<file path="config.mk">
export PLATFORM = sky130hd
export DESIGN_NAME = sequential_divider
export DESIGN_NICKNAME = d
export VERILOG_FILES = /design/src/rtl/div_pkg.sv /design/src/rtl/div_step.sv /design/src/rtl/sequential_divider.sv
export SDC_FILE = /design/constraint.sdc
export NUM_CORES = 1
export LEC_CHECK = 0
export ABC_AREA = 1
export CORE_MARGIN = 5
export CORE_UTILIZATION = 50
export CTS_BUF_LIST = sky130_fd_sc_hd__clkbuf_8
export CTS_CLUSTER_DIAMETER = 50
export DETAILED_ROUTE_END_ITERATION = 7
export PLACE_DENSITY = 0.74
export SYNTH_ARGS = -nofsm -noshare
export SYNTH_HDL_FRONTEND = slang
export SYNTH_SLANG_ARGS = --single-unit
</file>
<file path="constraint.sdc">
create_clock -name clk -period 2.08 [get_ports clk]
set_input_delay 0.416 -clock clk [delete_from_list [all_inputs] [get_ports clk]]
set_output_delay 0.416 -clock clk [all_outputs]
set_load 0.01 [all_outputs]
</file>
<file path="src/rtl/div_pkg.sv">
// Shared types and defaults for the sequential restoring divider.
package div_pkg;
  localparam int DEF_PARALLELISM = 8;

  typedef enum logic [1:0] {IDLE, CALC, DONE} state_t;
endpackage

</file>
<file path="src/rtl/div_step.sv">
// One combinational restoring-division step: shift in the next dividend bit,
// subtract the divisor when the shifted remainder is not below it.
module div_step
  import div_pkg::*;
#(
  parameter int parallelism = DEF_PARALLELISM
) (
  input  logic [parallelism-1:0] prem,
  input  logic [parallelism-1:0] divisor,
  input  logic                   nbit,
  output logic [parallelism-1:0] prem_nx,
  output logic                   qbit
);
  logic [parallelism:0] shifted;

  // The incoming remainder is always below the divisor, so the result of the
  // subtraction fits back into N bits and modulo-N arithmetic is exact.
  always_comb begin
    shifted = {prem, nbit};
    qbit    = (shifted >= {1'b0, divisor});
    prem_nx = qbit ? (shifted[parallelism-1:0] - divisor) : shifted[parallelism-1:0];
  end
endmodule

</file>
<file path="src/rtl/sequential_divider.sv">
// 2N/N unsigned sequential divider, one restoring step per cycle, with
// early overflow / divide-by-zero detection and a valid/ready result port.
module sequential_divider
  import div_pkg::*;
#(
  parameter int parallelism = DEF_PARALLELISM
) (
  input  logic                       clk,
  input  logic                       rst,
  input  logic                       in_valid,
  output logic                       in_ready,
  input  logic [2*parallelism-1:0]   dividend,
  input  logic [parallelism-1:0]     divisor,
  output logic                       out_valid,
  input  logic                       out_ready,
  output logic [parallelism-1:0]     quotient,
  output logic [parallelism-1:0]     remainder,
  output logic                       overflow,
  output logic                       div_by_zero
);
  localparam int N  = parallelism;
  localparam int CW = $clog2(N) + 1;

  state_t         state, state_nx;
  logic [CW-1:0]  cnt;
  logic [N-1:0]   prem, dvs, dlo, quo;
  logic           ovf, dbz;
  logic [N-1:0]   step_rem;
  logic           step_q;
  logic           ovf_in, last;

  // If the high half already reaches the divisor the quotient cannot fit in
  // N bits; divisor == 0 falls out of the same compare.
  assign ovf_in = (dividend[2*N-1:N] >= divisor);
  assign last   = (cnt == CW'(N - 1));

  div_step #(.parallelism(N)) u_step (
    .prem    (prem),
    .divisor (dvs),
    .nbit    (dlo[N-1]),
    .prem_nx (step_rem),
    .qbit    (step_q)
  );

  always_ff @(posedge clk) begin
    if (rst) state <= IDLE;
    else     state <= state_nx;
  end

  always_comb begin
    state_nx = state;
    case (state)
      IDLE:    if (in_valid) state_nx = ovf_in ? DONE : CALC;
      CALC:    if (last) state_nx = DONE;
      DONE:    if (out_ready) state_nx = IDLE;
      default: state_nx = IDLE;
    endcase
  end

  always_ff @(posedge clk) begin
    if (rst) begin
      cnt  <= '0;
      prem <= '0;
      dvs  <= '0;
      dlo  <= '0;
      quo  <= '0;
      ovf  <= 1'b0;
      dbz  <= 1'b0;
    end else begin
      case (state)
        IDLE: if (in_valid) begin
          dvs <= divisor;
          dlo <= dividend[N-1:0];
          cnt <= '0;
          if (ovf_in) begin
            prem <= '0;
            quo  <= '1;
            ovf  <= 1'b1;
            dbz  <= (divisor == '0);
          end else begin
            prem <= dividend[2*N-1:N];
            quo  <= '0;
            ovf  <= 1'b0;
            dbz  <= 1'b0;
          end
        end
        CALC: begin
          prem <= step_rem;
          dlo  <= {dlo[N-2:0], 1'b0};
          quo  <= {quo[N-2:0], step_q};
          cnt  <= cnt + 1'b1;
        end
        default: ;
      endcase
    end
  end

  assign in_ready    = (state == IDLE);
  assign out_valid   = (state == DONE);
  assign quotient    = out_valid ? quo  : '0;
  assign remainder   = out_valid ? prem : '0;
  assign overflow    = out_valid & ovf;
  assign div_by_zero = out_valid & dbz;
endmodule

</file>
==> flow_metrics.py, run 1 <==
metrics = {
    "status": {
        "result_of_the_run": "finished clean",
    },
    "critical_path": {
        "timing.critical_path.buf_inv": 3,
        "max_stage_delay_ns": 0.54,
        "cp-end-kind": "output pin",
        "critPathArrivalTime_ns": 1.62,
        "worst-setup-path-type": "reg2out",
        "worst_path_max_delay_cell": "sky130_fd_sc_hd__clkdlybuf4s50_1",
        "critPathTopFamily": "buffers and inverters",
        "crit_chain": "inv_2 > nor2_2 > inv_4 > nor2_1 > clkdlybuf4s50_1",
        "critPathRequiredTime_ns": 1.66,
        "cp_max_fo": 19,
        "critPathLaunchType": "flop",
    },
    "drt": {
        "drt-total-wl_um": 6618,
        "detailed_route_iter0_violations": 167,
        "drt-met1-wl_um": 3335,
        "drt.antenna.violating_nets": 0,
        "routed_wire_length_per_instance_um": 12.26,
        "num_vias": 2731,
        "detailroute.wirelength.met3_um": 277,
        "drc": 0,
        "drtPass1Iterations": 5,
        "via_per_inst": 5.057,
        "wl_met2_um": 2945,
        "dr.max_layer_used": "met4",
    },
    "floorplanning": {
        "floorplan.initialDensity": 0.5056,
        "fp.dieW_um": 84.17,
        "placementRows": 27,
        "floorplan.die_area_um2": 7084,
        "core_area_um2": 5439,
        "die_y_um": 84.17,
        "ios": 48,
    },
    "global_routing": {
        "grt.total_usage": 0.1867,
        "number_of_global_route_vias_before_repair": 2536,
        "overflow_left_after_global_routing": 0,
        "antenna_found_initial": 0,
        "grt_start_max_net_pins": 22,
        "grt_pass1_wl_um": 11210,
    },
    "layout": {
        "synthToLayoutAreaGrowth_pct": 26.48,
        "fillerInstances": 496,
        "layout_cells_sized_above_1": 0.1303,
        "finalNonFillerCells": 540,
        "fin_nets": 513,
        "antennaDiodeCount": 0,
    },
    "timing": {
        "rsz0062_at_grt": "true",
        "clock_skew_ns": 0.004567,
        "max_slew_margin": 0.6402,
        "finalSetupViolCount": 0,
        "final_hold_viol_count": 0,
        "worstMarginPinSlew_ns": 0.5392,
        "finalWorstPathRequiredPeriod_ns": 2.036,
        "fmax_ghz": 0.4912,
        "timing.final.max_slew_violations": 0,
        "finalCritPeriodShare": 0.9789,
    },
    "power": {
        "power-per-cell-area_nw_per_um2": 900.7,
        "power.leakage_nw": 1.607,
        "max-vdd-ir-drop_uv": 445.5,
        "total_power_mw": 3.133,
    },
    "cts": {
        "clkSlewWorstSetupHoldPaths_ns": 0.08,
        "max-clock-path-buffers": 2,
        "clock_latency_ns": 0.30,
        "clockRootBuffer": "sky130_fd_sc_hd__clkbuf_8",
        "post_cts_buffers": 0,
        "numCtsBuffers": 5,
        "cts.htree.levels": 2,
        "cts_tree": "yes",
        "clock_sinks": 40,
    },
    "placed_design": {
        "io_buffers": 47,
        "place_hpwl_um": 5081,
        "dpl.cell_count": 532,
        "place_congestion": 0.8984,
    },
    "synthesis": {
        "syn-instance-count": 408,
        "netlist.top_cell.by_area": "sky130_fd_sc_hd__dfxtp_1",
        "yosys.area.top_type_share": 0.2912,
        "yosys.cell_types.count": 41,
        "post_synth_instance_area_um2": 2750,
        "synthesis.nets": 454,
        "yosys.cell_count.top_type": "sky130_fd_sc_hd__nand2_1",
        "synthesis.area_per_instance_um2": 6.741,
        "synth-async-reset-ratio": 0,
        "seq_area_frac_synth": 0.2912,
        "top_cells_by_instance_count_after_synthesis": "96 x sky130_fd_sc_hd__nand2_1, 69 x sky130_fd_sc_hd__inv_1, 40 x sky130_fd_sc_hd__dfxtp_1",
        "synth_enable_flop_cells": 0,
        "ys_ff_latch": 40,
        "ys.warnings.count": 0,
        "yosys_most_used_dff": "sky130_fd_sc_hd__dfxtp_1",
        "ys_top_cells_by_area": "sky130_fd_sc_hd__dfxtp_1 29%, sky130_fd_sc_hd__nand2_1 13%, sky130_fd_sc_hd__inv_1 9.4%",
    },
    "run": {
        "number_of_maximum_capacitance_constraint_violations": 0,
    },
    "hold_path": {
        "hold_path.class": "reg2reg",
    },
}
## logic make-up (layout without fill, tap and decap cells)
kind of cell    count (synthesis)  count (layout)  synth area share
flops                          40              40            0.2912
xor+xnor                        3               3          0.009556
fa+ha+maj                      18              18           0.08462
simple gates                  191             191            0.3385
buf+inv                        88             148            0.1338
compound gates                 68              68            0.1424
## area by class of cell
type	count	area [µm²]	share of cell area
clock buffer	6	82.58	0.02374
clock inverter	2	15.01	0.004317
inverter	76	290.3	0.08345
multi-input combinational	280	1597	0.4590
sequential	40	802.0	0.2306
tap	72	90.09	0.02590
timing repair buffer	64	601.8	0.1730
## power by group
| group | switching, mW | internal [mW] |
|---|---|---|
| logic | 0.999 | 0.615 |
| registers | 0.0779 | 0.880 |
| clock network | 0.292 | 0.269 |
| total | 1.37 | 1.76 |
## state kept, by name, summed over array words and instances, names as in the netlist
signal  flops
state       2
cnt         4
prem        8
quo         8
dlo         8
dvs         8
ovf         1
dbz         1
## per-layer routing
| layer | global-route usage | vias to the layer above |
|---|---|---|
| li1 | - | 1429 |
| met1 | 0.2655 | 1231 |
| met2 | 0.2991 | 66 |
| met3 | 0.02748 | 5 |
| met4 | 0.04240 | 0 |
| met5 | 0 | - |
## cells in the final DEF, fill, tap and decap left out, drive strengths merged
master and n:
clkinvlp 2, buf 17, nor2 43, nor4 1, a211oi 1, a221oi 1, o21ai 18, nand3 22
clkbuf 6, nand2 104, dfxtp 40, a31oi 14, o211ai 2, fa 1, inv 76, a21oi 29
or2 3, nand4 15, clkdlybuf4s50 44, xor2 2, nor3 1, o31ai 1, nand3b 2, ha 17
dlymetal6s2s 2, o21bai 1, xnor2 1, o21a 1, dlygate4sd2 1
## path summary, 6_finish.rpt
kind            start      endpoint  slack, ns  cells past startpoint
max          state[1]  remainder[2]       0.04                      5
min            dlo[0]        dlo[0]       0.47                      2
max reg2reg    dlo[7]       prem[6]       0.22                     11
min reg2reg    dlo[0]        dlo[0]       0.47                      2
## per-stage QoR
| stage | hold slack [ns] | area (µm²) | TNS, ns | worst slack (ns) | utilization |
|---|---|---|---|---|---|
| finish | 0.4682 | 3478 | 0 | 0.04396 | 0.6395 |
| global route | 0.4844 | 3478 | -0.9633 | -0.07993 | 0.6395 |
| CTS | 0.4723 | 3458 | 0 | 0.007791 | 0.6358 |
| detailed placement | 0.4621 | 3358 | -3.501 | -0.2633 | 0.6174 |
| global placement | 0.4507 | 3358 | -2.150 | -0.1825 | 0.6174 |
| floorplan | 0.4401 | 2750 | 0 | 0.4321 | - |
## repair_timing
action	in CTS	in global routing
endpoints found under the hold margin	0	0
hold buffers	0	0
resized for setup	3	5
endpoints found under the setup margin	18	28
## worst reg2reg max path: stages, from the launching register on
cell	delay (ns)
sky130_fd_sc_hd__dfxtp_1	0.33
sky130_fd_sc_hd__inv_1	0.06
sky130_fd_sc_hd__ha_1	0.21
sky130_fd_sc_hd__fa_1	0.41
sky130_fd_sc_hd__nand3b_1	0.17
sky130_fd_sc_hd__nand2_1	0.12
sky130_fd_sc_hd__nand2_1	0.08
sky130_fd_sc_hd__nand3b_1	0.08
sky130_fd_sc_hd__nand2_1	0.06
sky130_fd_sc_hd__nand2_1	0.06
sky130_fd_sc_hd__nand3_1	0.08
sky130_fd_sc_hd__a21oi_1	0.12
Power figures use the tool's default switching activity.
==> run 2, diff against run 1 <==
Settings changed: CORE_MARGIN 5 to 10, SLEW_MARGIN set to 10.
==> run 2 against run 1 <==
  * Worst hold slack lost 0.0019 ns
  * Global-route usage fell by 2.4 points
  * Clock skew is 0.0063 ns higher
  * Combinational power barely moved
  * Via count up 0.77%
  * First-iteration DRC count rose by 22%
  * Clock-buffer cell count did not move
  * Design area grew 0.83%
  * Register-to-register slack better by 0.05 ns
  * Sequential share of layout area decreased by 0.19 points
  * Critical path depth did not move
  * Largest power group unchanged
==> flow_metrics.py, run 2 (synthesis gave the netlist of run 1 again) <==
metrics = {
    "status": {
        "result_of_the_run": "finished clean",
    },
    "layout": {
        "synthToLayoutAreaGrowth_pct": 27.52,
        "layout.cells.most_common": "sky130_fd_sc_hd__nand2_1",
        "antennaDiodeCount": 0,
        "layout_cells_sized_above_1": 0.1356,
        "utilization": 0.6738,
        "fin_nets": 517,
        "layout.cells.most_common_list": "96 x sky130_fd_sc_hd__nand2_1, 69 x sky130_fd_sc_hd__inv_1, 41 x sky130_fd_sc_hd__clkdlybuf4s50_1",
    },
    "run": {
        "number_of_maximum_capacitance_constraint_violations": 0,
    },
    "critical_path": {
        "critPathRequiredTime_ns": 1.66,
        "cp-end-kind": "output pin",
        "crit_start": "state[1]",
        "critPathLaunchType": "flop",
        "worstReg2RegStart": "dlo[7]",
        "cp_max_fo": 19,
        "critPathArrivalTime_ns": 1.64,
        "worst-setup-path-type": "reg2out",
    },
    "cts": {
        "post_cts_buffers": 0,
        "cts.htree.levels": 2,
        "cts_tree": "yes",
        "clock_sinks": 40,
        "cts_hold_repair.buffers": 0,
        "numCtsBuffers": 5,
        "clock_latency_ns": 0.29,
        "clockRootBuffer": "sky130_fd_sc_hd__clkbuf_8",
        "max-clock-path-buffers": 2,
        "clkSlewWorstSetupHoldPaths_ns": 0.09,
    },
    "drt": {
        "via_per_inst": 5.077,
        "drt.antenna.violating_nets": 0,
        "drtPass1Iterations": 5,
        "routed_wire_length_per_instance_um": 12.89,
        "drt-total-wl_um": 6985,
        "drc": 0,
        "detailed_route_iter0_violations": 203,
        "num_vias": 2752,
    },
    "timing": {
        "whs_ns": 0.4664,
        "max_slew_margin": 0.6589,
        "clock_skew_ns": 0.01089,
        "finalWorstPathRequiredPeriod_ns": 2.060,
        "timing.final.max_slew_violations": 0,
        "fmax_ghz": 0.4855,
        "finalCritPeriodShare": 0.9902,
        "finalSetupViolCount": 0,
        "final_hold_viol_count": 0,
        "rsz0062_at_grt": "true",
        "worstMarginPinSlew_ns": 0.5111,
    },
    "power": {
        "power-per-cell-area_nw_per_um2": 888.2,
        "power.leakage_nw": 1.674,
        "max-vdd-ir-drop_uv": 424.3,
        "total_power_mw": 3.115,
    },
    "global_routing": {
        "number_of_global_route_vias_before_repair": 2635,
        "grt.total_usage": 0.1625,
        "grt_start_max_net_pins": 22,
        "antenna_found_initial": 0,
        "grt_pass1_wl_um": 12120,
        "overflow_left_after_global_routing": 0,
    },
    "hold_path": {
        "hold_path.startpoint": "dlo[0]",
        "hold_path.class": "reg2reg",
    },
    "placed_design": {
        "io_buffers": 47,
        "place_congestion": 0.8990,
        "place_hpwl_um": 5583,
    },
    "floorplanning": {
        "ios": 48,
        "placementRows": 26,
        "floorplan.die_area_um2": 8867,
        "floorplan.initialDensity": 0.5284,
        "fp.dieW_um": 94.17,
        "core_area_um2": 5205,
        "die_y_um": 94.17,
    },
}
[run 2: changes by cell type in the layout (fill, tap and decap cells not counted)]
cell and delta:
sky130_fd_sc_hd__o21a_1 +1, sky130_fd_sc_hd__nand2_4 -1, sky130_fd_sc_hd__nand2_2 +1, sky130_fd_sc_hd__dlymetal6s2s_1 +3
sky130_fd_sc_hd__buf_4 +4, sky130_fd_sc_hd__clkdlybuf4s50_1 -3, sky130_fd_sc_hd__o21a_2 -1
[run 2: worst max-delay path: stages, from the launching register on]
cell and delay (ns):
sky130_fd_sc_hd__dfxtp_2 0.36, sky130_fd_sc_hd__inv_2 0.05, sky130_fd_sc_hd__nor2_2 0.15, sky130_fd_sc_hd__inv_4 0.13, sky130_fd_sc_hd__nor2_1 0.11, sky130_fd_sc_hd__clkdlybuf4s50_1 0.54
[run 2: per-stage QoR]
stage	cell area, µm²	TNS (ns)	worst slack (ns)	std cells
after floorplan	2750	0	0.4321	408
after global placement	3386	-1.676	-0.1355	534
after detailed placement	3386	-2.854	-0.1883	534
after CTS	3486	0	0.0001067	542
after global routing	3507	-0.9782	-0.1016	542
final	3507	0	0.02033	542
[run 2: final cells by class]
cell class | count | area, µm²
repair buffers | 68 | 639.4
flip-flops and latches | 40 | 802.0
well taps | 70 | 87.58
inverters | 76 | 290.3
clock buffers | 6 | 82.58
clock inverters | 2 | 15.01
fillers | 488 | 1698
multi-input cells | 280 | 1590
[run 2: final timing paths]
check / endpoint / slack (ns) / cells after the start
worst min register to register: dlo[0] / 0.47 / 2
worst min-delay path: dlo[0] / 0.47 / 2
worst max register to register: prem[6] / 0.27 / 12
worst max-delay path: quotient[7] / 0.02 / 5
[run 2: routing by layer]
| layer | wire length (µm) | part of all wire | up-vias | track usage |
|---|---|---|---|---|
| met5 | 0 | 0 | - | 0 |
| met4 | 58 | 0.0083 | 0 | 0.02911 |
| met3 | 391 | 0.056 | 9 | 0.03837 |
| met2 | 3147 | 0.45 | 74 | 0.2614 |
| met1 | 3388 | 0.49 | 1232 | 0.2156 |
| li1 | - | - | 1437 | - |
[run 2: power by group]
part / leakage (nW) / internal, mW / total (mW) / switching (mW)
logic: 1.30 / 0.617 / 1.61 / 0.993
clock network: 0.0434 / 0.269 / 0.543 / 0.275
registers: 0.329 / 0.880 / 0.962 / 0.0823
[run 2: what timing repair did]
item / in CTS / in global routing
resized for setup: 3 / 6
pin swaps: 0 / 0
hold endpoints to repair: 0 / 0
endpoints found under the setup margin: 18 / 21
==> run 3, diff against run 2 <==
Settings changed: SLEW_MARGIN 10 to 40.
==> results of run 3 <==
Same layout as run 2: the final DEF is identical, and so are final timing and power.
==> edit 1 (config.mk and constraints of run 1) <==
Set the package constant `DEF_PARALLELISM` to 4 (it was 8).
--- a/src/rtl/div_pkg.sv
+++ b/src/rtl/div_pkg.sv
@@ -1,5 +1,5 @@
 // Shared types and defaults for the sequential restoring divider.
 package div_pkg;
-  localparam int DEF_PARALLELISM = 8;
+  localparam int DEF_PARALLELISM = 4;
 
   typedef enum logic [1:0] {IDLE, CALC, DONE} state_t;
Ports: changed (resized dividend, divisor, quotient and remainder); port bits go from 48 to 28. No check against the original RTL was run, so the function may have changed too.
==> edit 1 against run 1 <==
Via count decreased by 50%; critical path type unchanged; design area decreased by 49%; worst setup slack improved by 180 ps; first-iteration DRC count decreased by 76%; largest cell class unchanged; routed wire length decreased by 52%; area after synthesis decreased by 49%; sequential cell count decreased by 17; total power decreased by 55%; register-to-register slack improved by 290 ps.
==> edit 1: results (changes against run 1) <==
- Status: complete, no violations
- Global placement routability congestion: 0.881 (-1.9%)
- Critical R2R Capture: prem[0]
- Crit share post-route: 89.3% (-8.6 points)
- Layout fillers: 248 (-50%)
- Final non-filler cell total: 264 (-51%)
- Reg2reg start: dvs[2]
- Max Fanout on Critical Path: 7 (-12)
- Delay-heaviest family, CP: buffers and inverters
- Met2 WL: 1.55 mm (-47%)
- H-tree depth: 1 (-1)
- TritonCTS Buffers: 3 (-2)
- Sequential share of the synthesized area: 32.6% (+3.5 points)
- Synth Net Count: 227 (-50%)
- Leading post-synthesis cells by cell area: dfxtp_1 (33%), inv_1 (9.3%), ha_1 (8.9%), nand2_1 (8.0%), nor2_1 (6.6%)
- Pre-antenna DRT Iters: 4 (-1)
- Pre-CTS setup slack: -8.36 ps (+255 ps)
- Layout cell share with drive strength beyond 1: 11.6% (-1.4 points)
- Worst path max stage delay: 360 ps (-180 ps)
- Leakage power: 0.000867 uW (-46%)
- Worst R2R Path Depth: 9 (-2)
- Clock latency on the worst-skew pair: 260 ps (-40 ps)
- Gr usage total: 17.2% (-1.5 points)
- Avg Cell Area, Syn: 7.06 um^2 (+4.7%)
- Yosys warning count: 0 (unchanged)
- Synth top cells by count: inv_1 (35), nand2_1 (30), nor2_1 (25)
- Slowest-stage cell, CP: dfxtp_2
- P_sw: 540 uW (-61%)
- I/O Buffers: 27 (-43%)
- Final HPWL from detailed placement: 2.59 mm (-49%)
- Comb power: 587 uW (-64%)
- Pin count of the biggest net entering global routing: 20 (-9.1%)
- Netlist cell types: 30 (-27%)
- R2R Setup Slk: 510 ps (+290 ps)
- Worst Path Arrival: 1440 ps (-180 ps)
- Met3 wire len: 99 um (-64%)
- DP Area: 1720 um^2 (-49%)
- Fraction of registers with async set/reset: 0% (unchanged)
- Min-delay src: ovf
- Cell count of the worst hold path: 2 (unchanged)
- Core area: 2730 um^2 (-50%)
- Hold Path End: ovf
- Routed via count: 1363 (-50%)
- Tot Pwr: 1420 uW (-55%)
- Critical Path End: overflow
- Met1 Wirelength: 1.46 mm (-56%)
- Hold Slack: 457 ps (-11.5 ps)
- Initial DRC Count: 40 (-76%)
- Max Clock Skew: 1.39 ps (-3.18 ps)
- VDD IR max: 0.472 mV (+5.8%)
- First-pass GRT wire length: 5.67 mm (-49%)
- Routed Wire Length: 3.19 mm (-52%)
- Relative slew slack: 79.3% (+15 points)
- Power Sequential: 554 uW (-42%)
- CTS resizes: 11 (+8)
-- edit 1: cell families after synthesis --
logic type | synth area share (%)
AND/OR/NAND/NOR | 25.9
buffers and inverters | 13.8
AO/OA/AOI/OAI | 16.8
flip-flops | 32.6
adder cells (fa/ha/maj) | 10.3
XOR/XNOR | 0.621
-- edit 1: per-layer routing --
layer,vias to the layer above,track usage (%)
li1,710,-
met2,33,29.0
met1,612,21.0
met4,0,9.28
met5,-,0
met3,8,2.13
-- edit 1: cell type report --
| cell class | instances | area (um^2) | share of cell area (%) |
|---|---|---|---|
| Multi-Input combinational cell | 132 | 756 | 43.0 |
| Sequential cell | 23 | 462 | 26.2 |
| Timing Repair Buffer | 33 | 303 | 17.2 |
| Inverter | 41 | 154 | 8.75 |
| Clock buffer | 3 | 41.3 | 2.35 |
| Tap cell | 31 | 38.8 | 2.20 |
| Clock inverter | 1 | 5.00 | 0.284 |
==> edit 2 (settings of run 1) <==
Made on the original files. Encoding of `state_t`: now one-hot (3 bits for 3 states).
--- a/src/rtl/div_pkg.sv
+++ b/src/rtl/div_pkg.sv
@@ -3,5 +3,5 @@
   localparam int DEF_PARALLELISM = 8;
 
-  typedef enum logic [1:0] {IDLE, CALC, DONE} state_t;
+  typedef enum logic [2:0] {IDLE = 3'b001, CALC = 3'b010, DONE = 3'b100} state_t;
 endpackage
 
Behaviour: no difference found for any inputs over 4 cycles, from zero or initial values and one cycle with rst high; so few cycles prove little.
==> edit 2 against run 1 <==
Area after synthesis down 0.59%; clock power grew 16%; global-route usage increased by 2.5 points; synthesized cell count rose by 1.7%; critical path depth unchanged; design area rose by 2.1%; register-to-register slack worse by 80 ps; routed wire length increased by 11%; sequential cell count grew 1; critical endpoint unchanged; worst setup slack better by 86 ps; die area is 0.52% lower; largest cell class unchanged; total power up 1.7%.
==> edit 2: results (changes against run 1) <==
- Total area of multi-input combinational cells: 1550 um^2 (-2.8%)
- Status: complete, no violations
- Pre-antenna DRT Iters: 4 (-1)
- Leakage power: 0.00182 uW (+13%)
- Internal power: 1870 uW (+5.9%)
- Multi-In Gates: 279 (-0.36%)
- Sequential share of the synthesized area: 30.0% (+0.91 points)
- Met2 WL: 3.52 mm (+20%)
- Slowest-stage cell, CP: dfxtp_1
- Netlist cell types: 34 (-17%)
- Worst R2R Path Depth: 10 (-1)
- EDFF count, synth: 0 (unchanged)
- Total area of sequential cells: 822 um^2 (+2.5%)
- Non-Clock Buffer Count: 73 (+14%)
- Tot Pwr: 3180 uW (+1.7%)
- Vias in the first global route: 2804 (+11%)
- Max Fanout on Critical Path: 4 (-15)
- Pre-CTS setup slack: -166 ps (+97.8 ps)
- WL/cell: 13.2 um (+7.7%)
- Reg2reg start: dvs[6]
- Leading post-synthesis cells by cell area: dfxtp_1 (30%), nand2_1 (13%), inv_1 (10%), ha_1 (7.8%), a21oi_1 (6.4%)
- Worst path max stage delay: 340 ps (-200 ps)
- Synth top cells by count: nand2_1 (92), inv_1 (76), dfxtp_1 (41)
- Synth Area in XOR/XNOR: 0.961% (+0.0057 points)
- # clk buffers: 5 (-1)
- Final HPWL from detailed placement: 5.37 mm (+5.7%)
- Relative slew slack: 73.9% (+9.9 points)
- VDD IR max: 0.456 mV (+2.3%)
- Initial DRC Count: 132 (-21%)
- Comb power: 1520 uW (-6%)
- Layout cell share with drive strength beyond 1: 12.6% (-0.40 points)
- First-pass GRT wire length: 12.6 mm (+13%)
- Routed via count: 2927 (+7.2%)
- Global placement routability congestion: 0.904 (+0.66%)
- Inverters: 82 (+7.9%)
- Layout fillers: 508 (+2.4%)
- Gr usage total: 21.2% (+2.5 points)
- Met3 wire len: 419 um (+51%)
- Layout Nets: 528 (+2.9%)
- Max Clock Skew: 8.64 ps (+4.08 ps)
- Synth Area in Adders: 8.51% (+0.050 points)
- Synth Net Count: 461 (+1.5%)
- Worst Path Arrival: 1530 ps (-90 ps)
- Clock share of power: 20.4% (+2.5 points)
- Post-synthesis compound-gate area fraction: 17.8% (+3.5 points)
- Flop and latch count out of synthesis: 41 (+2.5%)
- Met1 Wirelength: 3.26 mm (-2.2%)
- Non-clock buffer share: 18.5% (+1.2 points)
- Pin count of the biggest net entering global routing: 27 (+23%)
- Clk tree area frac: 3.24% (+0.44 points)
edit 2: layer usage:
layer	track usage, %	up-vias
met5	0	-
met4	5.56	0
met3	3.55	12
met2	36.3	96
met1	27.5	1344
li1	-	1475
edit 2: final timing paths:
kind	endpoint	slack [ps]
max reg2reg	prem[1]	140
max	remainder[2]	130
min	dlo[0]	470
min reg2reg	dlo[0]	470
edit 2: repair_timing:
item	4_1_cts	5_1_grt
pin swaps	1	1
gates cloned	2	0
setup buffers	3	0
endpoints found under the setup margin	18	27
gates resized for setup	28	8
edit 2: metrics by stage:
stage / cell area, um^2 / std cells / util (%) / setup TNS, ps
finish: 3550 / 555 / 65.7 / 0
global route: 3550 / 555 / 65.7 / -68.5
CTS: 3540 / 555 / 65.4 / -21.7
detailed placement: 3390 / 542 / 62.8 / -2220
global placement: 3390 / 542 / 62.8 / -1440
floorplan: 2730 / 415 / - / 0
